[config.mk]
export PLATFORM = sky130hd
export DESIGN_NAME = mux_2to1
export DESIGN_NICKNAME = d
export VERILOG_FILES = /design/src/rtl/mux_2to1_pkg.sv /design/src/rtl/mux_2to1_swcnt.sv /design/src/rtl/mux_2to1.sv
export SDC_FILE = /design/constraint.sdc
export NUM_CORES = 1
export LEC_CHECK = 0
export CAP_MARGIN = 5
export CORE_MARGIN = 5
export CORE_UTILIZATION = 40
export CTS_BUF_LIST = sky130_fd_sc_hd__clkbuf_8
export DETAILED_ROUTE_END_ITERATION = 7
export HOLD_SLACK_MARGIN = 0.1
export PLACE_DENSITY = 0.7
export REMOVE_ABC_BUFFERS = 1
export SYNTH_ARGS = -nofsm -noshare
export SYNTH_HDL_FRONTEND = slang
export SYNTH_SLANG_ARGS = --single-unit
[constraint.sdc]
create_clock -name clk -period 3.79 [get_ports clk]
set_clock_uncertainty 0.05 [all_clocks]
set_input_delay 1.137 -clock clk [delete_from_list [all_inputs] [get_ports clk]]
set_output_delay 1.137 -clock clk [all_outputs]
set_load 0.03 [all_outputs]
[src/rtl/mux_2to1_pkg.sv]
`default_nettype none
// ============================================================================
// Module      : mux_2to1_pkg
// Description : Shared defaults and helper functions for the mux_2to1 slice.
// Revision    : 1.0 - initial release
// ============================================================================
package mux_2to1_pkg;

    localparam int unsigned DEF_WIDTH = 1;
    localparam int unsigned DEF_CNT_W = 8;

    // Helper operand widths; WIDTH must not exceed LANE_MAX, CNT_W must not exceed CNT_MAX.
    localparam int unsigned LANE_MAX  = 64;
    localparam int unsigned BUS_MAX   = 2 * LANE_MAX;
    localparam int unsigned CNT_MAX   = 32;

    function automatic logic [LANE_MAX-1:0] lane_sel(
        input logic [BUS_MAX-1:0] bus,
        input int unsigned        width,
        input logic               sel
    );
        logic [BUS_MAX-1:0] shifted;
        shifted = sel ? (bus >> width) : bus;
        return shifted[LANE_MAX-1:0];
    endfunction

    function automatic logic [CNT_MAX-1:0] sat_inc(
        input logic [CNT_MAX-1:0] value,
        input int unsigned        width
    );
        logic [CNT_MAX-1:0] max_v;
        max_v = {CNT_MAX{1'b1}} >> (CNT_MAX - width);
        return (value == max_v) ? value : value + 1'b1;
    endfunction

endpackage
`default_nettype wire

[src/rtl/mux_2to1_swcnt.sv]
`default_nettype none
// ============================================================================
// Module      : mux_2to1_swcnt
// Description : Saturating counter of select changes between valid cycles.
// Revision    : 1.0 - initial release
// ============================================================================
module mux_2to1_swcnt
    import mux_2to1_pkg::*;
#(
    parameter int unsigned CNT_W = DEF_CNT_W
) (
    input  logic             clk,
    input  logic             rst,
    input  logic             in_valid,
    input  logic             sel,
    output logic [CNT_W-1:0] sw_cnt
);

    logic               last_sel;
    logic               seen_first;
    logic [CNT_MAX-1:0] cnt_next;
    logic               unused_cnt;

    assign cnt_next   = sat_inc(CNT_MAX'(sw_cnt), CNT_W);
    assign unused_cnt = &{1'b0, cnt_next};

    // The first valid cycle only establishes a reference select value.
    always_ff @(posedge clk) begin
        if (rst) begin
            sw_cnt     <= '0;
            last_sel   <= 1'b0;
            seen_first <= 1'b0;
        end else if (in_valid) begin
            last_sel   <= sel;
            seen_first <= 1'b1;
            if (seen_first && (sel != last_sel)) begin
                sw_cnt <= cnt_next[CNT_W-1:0];
            end
        end
    end

endmodule
`default_nettype wire

[src/rtl/mux_2to1.sv]
`default_nettype none
// ============================================================================
// Module      : mux_2to1
// Description : Two-lane selector with combinational and registered outputs
//               plus a select-switch counter. MUX_2TO1_PARITY_EN adds y_par.
// Revision    : 1.0 - initial release
// ============================================================================
module mux_2to1
    import mux_2to1_pkg::*;
#(
    parameter int unsigned WIDTH = DEF_WIDTH,
    parameter int unsigned CNT_W = DEF_CNT_W
) (
    input  logic               clk,
    input  logic               rst,
    input  logic [2*WIDTH-1:0] d,
    input  logic               sel,
    input  logic               in_valid,
    output logic [WIDTH-1:0]   y,
    output logic [WIDTH-1:0]   y_q,
    output logic               out_valid,
    output logic [CNT_W-1:0]   sw_cnt
`ifdef MUX_2TO1_PARITY_EN
,   output logic               y_par
`endif
);

    logic [LANE_MAX-1:0] lane_full;
    logic                unused_lane;

    assign lane_full   = lane_sel(BUS_MAX'(d), WIDTH, sel);
    assign y           = lane_full[WIDTH-1:0];
    assign unused_lane = &{1'b0, lane_full};

    always_ff @(posedge clk) begin
        if (rst) begin
            y_q       <= '0;
            out_valid <= 1'b0;
        end else if (in_valid) begin
            y_q       <= y;
            out_valid <= 1'b1;
        end else begin
            out_valid <= 1'b0;
        end
    end

`ifdef MUX_2TO1_PARITY_EN
    always_ff @(posedge clk) begin
        if (rst) begin
            y_par <= 1'b0;
        end else if (in_valid) begin
            y_par <= ^y;
        end
    end
`endif

    mux_2to1_swcnt #(
        .CNT_W (CNT_W)
    ) u_swcnt (
        .clk      (clk),
        .rst      (rst),
        .in_valid (in_valid),
        .sel      (sel),
        .sw_cnt   (sw_cnt)
    );

endmodule
`default_nettype wire

==> results.md <==
- The starting density of the core is 42.60%.
- The slowest stage of the critical path is the sky130_fd_sc_hd__clkdlybuf4s50_1 cell.
- The number of antenna violations at the first check in global routing is 0.
- Synthesis inferred 12 register bits.
- In this run the worst path has a maximum fanout of 2.
- Max-cap violations in this run came to 0.
- The count of port buffers added during placement is 16.
- The total of endpoints with negative setup slack in the final report is 0.
- The pre-antenna-repair detailed-routing pass consisted of 4 iterations.
- In the synthesized netlist, the number of instances is 59.
- The floorplan has 13 rows.
- In the routed design, unresolved DRC markers number 0.
- The die is 47.23 um tall.
- The final global-route overflow total is 0.
- The final count of pins violating max slew came to 0.
- The largest total area in the synthesized netlist belongs to sky130_fd_sc_hd__dfxtp_1.
- The floorplan step set the die width to 47.23 um.
- The number of H-tree levels is 1.
- The min-delay analysis places its worst path in the category reg2reg.
- The final clock period utilization by the worst path is 99.04%.
- The gate family responsible for the most delay along the worst path is buffers and inverters.
- The sort of element at the start of the critical path is a primary input.
- The count of yosys warnings during synthesis is 0.
- The largest single stage delay on the critical path is between 0.5 and 0.6 ns.
- The largest buffer count on any clock path is 2.
- In the layout the commonest cells are 16 x sky130_fd_sc_hd__clkdlybuf4s50_1, 12 x sky130_fd_sc_hd__dfxtp_1, 7 x sky130_fd_sc_hd__a21oi_1.
- The total global routing track utilization is around an eighth.
- At the worst endpoint, the arrival time is about 2.6 ns.
- The HPWL reported at the end of detailed placement is about 900 um.
- The area of the mapped netlist is roughly 550 um2.
- The routed layout has between 500 and 600 vias.
- STA classifies the critical path endpoint as a primary output.
- Yosys attributes the largest share of cell area to sky130_fd_sc_hd__dfxtp_1 43%, sky130_fd_sc_hd__a21oi_1 6.3%, sky130_fd_sc_hd__and4_4 4.1%.
- After detailed routing, the number of vias per cell comes to around 5.7.
- The hold violation count in the final report was 0.
- The signal on the critical path passes through clkdlybuf4s50_1 > mux2_2 > clkdlybuf4s50_1.
- The routed wire length per instance is about 13 um.
- In this run the static leakage power is around 0.27 nW.
- The pin count of the biggest net entering global routing is 13.
- The number of clock sinks is 12.
- The wire length after detailed routing is between 1 and 1.5 mm.
- Across the VDD grid, the largest voltage drop is 0.0002389 V.
- The count of nets left with antenna violations once routing finished came out at 0.
- The library cell used most frequently in the layout, excluding fill and tap cells, is sky130_fd_sc_hd__clkdlybuf4s50_1.
- The global placement routability congestion is roughly 0.74.
- In this run, CTS created clock tree buffers numbering 3.
- During I/O placement, the number of pins put on the boundary was 17.
- After synthesis, the mean cell area works out to 9.395 um2.
- The worst path in the final design needs a cycle of 3.753 ns, including I/O delays and setup.
- The wire length of the first global-routing pass is approximately 1.9 mm.
- The post-route netlist has 10.39% of its cells at a drive strength greater than 1.
- Clock-pin slew was measured on the worst setup and hold paths at around 0.050 ns.
- Of the synthesized area, sequential elements account for around 43%.
- 0 antenna diodes ended up in the layout.
- The most numerous cell type found on the critical path is sky130_fd_sc_hd__clkdlybuf4s50_1.
- Buffers inserted to repair hold after CTS numbered 0.
- Setup repair after global routing left no endpoint under its margin.
- For this block, the initial DRC count from the detailed router was 12.
- The share of the synthesized area in the top cell type is 43.34%.
- Adding up every negative setup slack in the final design gives 0 ns.
- The flow ran to the end, and the final reports show no timing, DRC or antenna violations.
- For this run, the post-layout net count is 86.
- The number of global-route vias before repair is roughly 470.
- The fmax is about 270 MHz.
- For the pin with the worst max-slew slack, the measured transition is approximately 0.42 ns.
- The clock latency at the later pin of the worst-skew pair is between 0.2 and 0.25 ns.
- The power per cell area is roughly 360 nW/um2.
- The count of buffering cells on the critical path with inverters included is 2.
- The worst-case hold slack is roughly 0.42 ns.
- The headroom to the max-slew limit is a little over 70%.
- In this run the post-CTS setup repair buffer count came out at 0.
- The floorplan die area is 2230 um2.
- The layout overhead on the synthesized area is 38.37%.
- The clock tree from TritonCTS is done.
- The netlist uses 27 different library cells.
- The count of cells resized by post-cts repair is 0.
- Data on the critical path is required at its endpoint by 2.60 ns.
- The area of the placeable core is around 1300 um2.
- The worst setup path is of the in2out kind.
- The cell chosen for the clock root is sky130_fd_sc_hd__clkbuf_8.
[metal layers]
layer	GRT usage, %	up-vias	routed length [um]
li1	-	255	-
met1	13.86	243	500
met5	0	-	0
met2	20.32	27	551
met4	4.972	0	12
met3	5.364	2	110
[logic make-up (layout without fill, tap and decap cells)]
family | after synthesis | after routing | synth area share, %
multiplexers | 3 | 3 | 5.643
adder cells (fa/ha/maj) | 1 | 1 | 2.257
buffers and inverters | 4 | 22 | 4.063
flip-flops | 12 | 12 | 43.34
AO/OA/AOI/OAI | 15 | 15 | 16.25
AND/OR/NAND/NOR | 23 | 23 | 26.86
XOR/XNOR | 1 | 1 | 1.580
[cell type report]
class | instances | area (um2)
timing repair buffer | 17 | 167.7
inverter | 2 | 7.507
clock buffer | 3 | 41.29
multi-input combinational | 43 | 291.5
fill | 135 | 534.3
tap | 15 | 18.77
sequential | 12 | 240.2
[sequential cells by signal, summed over array words and instances (netlist names)]
signal	cells
out_valid	1
u_swcnt.last_sel	1
y_q	1
u_swcnt.sw_cnt	8
u_swcnt.seen_first	1
[worst min-delay path, stage by stage (launching register included)]
cell	delay (ns)
sky130_fd_sc_hd__dfxtp_1	0.32
sky130_fd_sc_hd__nor2_1	0.04
sky130_fd_sc_hd__nor2_1	0.07
[path summary, 6_finish.rpt]
| check | cells after the start | slack, ns | to | from |
|---|---|---|---|---|
| setup / recovery | 3 | 0.04 | y | sel |
| hold / removal | 2 | 0.42 | u_swcnt.seen_first | u_swcnt.seen_first |
| setup reg to reg | 4 | 2.23 | u_swcnt.sw_cnt[3] | u_swcnt.last_sel |
| hold reg to reg | 2 | 0.42 | u_swcnt.seen_first | u_swcnt.seen_first |
[synthesized netlist by cell type]
cell and count:
sky130_fd_sc_hd__dfxtp_1 12, sky130_fd_sc_hd__a21oi_1 7, sky130_fd_sc_hd__nor2_1 4, sky130_fd_sc_hd__o21ai_0 3
sky130_fd_sc_hd__o31ai_1 3, sky130_fd_sc_hd__and4_4 2, sky130_fd_sc_hd__inv_1 2, sky130_fd_sc_hd__mux2i_1 2
sky130_fd_sc_hd__nand2_1 2, sky130_fd_sc_hd__nand3_1 2, sky130_fd_sc_hd__nor3_1 2, sky130_fd_sc_hd__or3_1 2
sky130_fd_sc_hd__or4_1 2, sky130_fd_sc_hd__a2111oi_0 1, sky130_fd_sc_hd__a41oi_1 1, sky130_fd_sc_hd__and2_1 1
sky130_fd_sc_hd__and3_1 1, sky130_fd_sc_hd__buf_6 1, sky130_fd_sc_hd__clkbuf_1 1, sky130_fd_sc_hd__ha_1 1
sky130_fd_sc_hd__mux2_2 1, sky130_fd_sc_hd__nand4_2 1, sky130_fd_sc_hd__nor2b_1 1, sky130_fd_sc_hd__nor4bb_1 1
sky130_fd_sc_hd__or2_0 1, sky130_fd_sc_hd__or3b_1 1, sky130_fd_sc_hd__xor2_1 1
[report_power, final]
| group | switching (W) | total [W] | internal [W] | leakage (nW) |
|---|---|---|---|---|
| Combinational | 0.0000147 | 0.0000285 | 0.0000139 | 0.147 |
| Clock | 0.0000443 | 0.000114 | 0.0000699 | 0.0216 |
| Sequential | 0.00000209 | 0.000132 | 0.000130 | 0.0977 |
| Total | 0.0000610 | 0.000274 | 0.000213 | 0.266 |
[stage by stage]
step	util [%]	power [W]	area [um2]	worst slack [ns]	std cells
after global placement	55.77	0.0001626	725.7	0.05100	89
after floorplan	-	0.0001475	539.3	1.069	57
final	58.94	0.0002744	767.0	0.03652	92
after detailed placement	55.77	0.0001633	725.7	0.03452	89
after global routing	58.94	0.0002876	767.0	0.001367	92
after CTS	58.94	0.0002784	767.0	0.03165	92
Power figures use the tool's default switching activity.
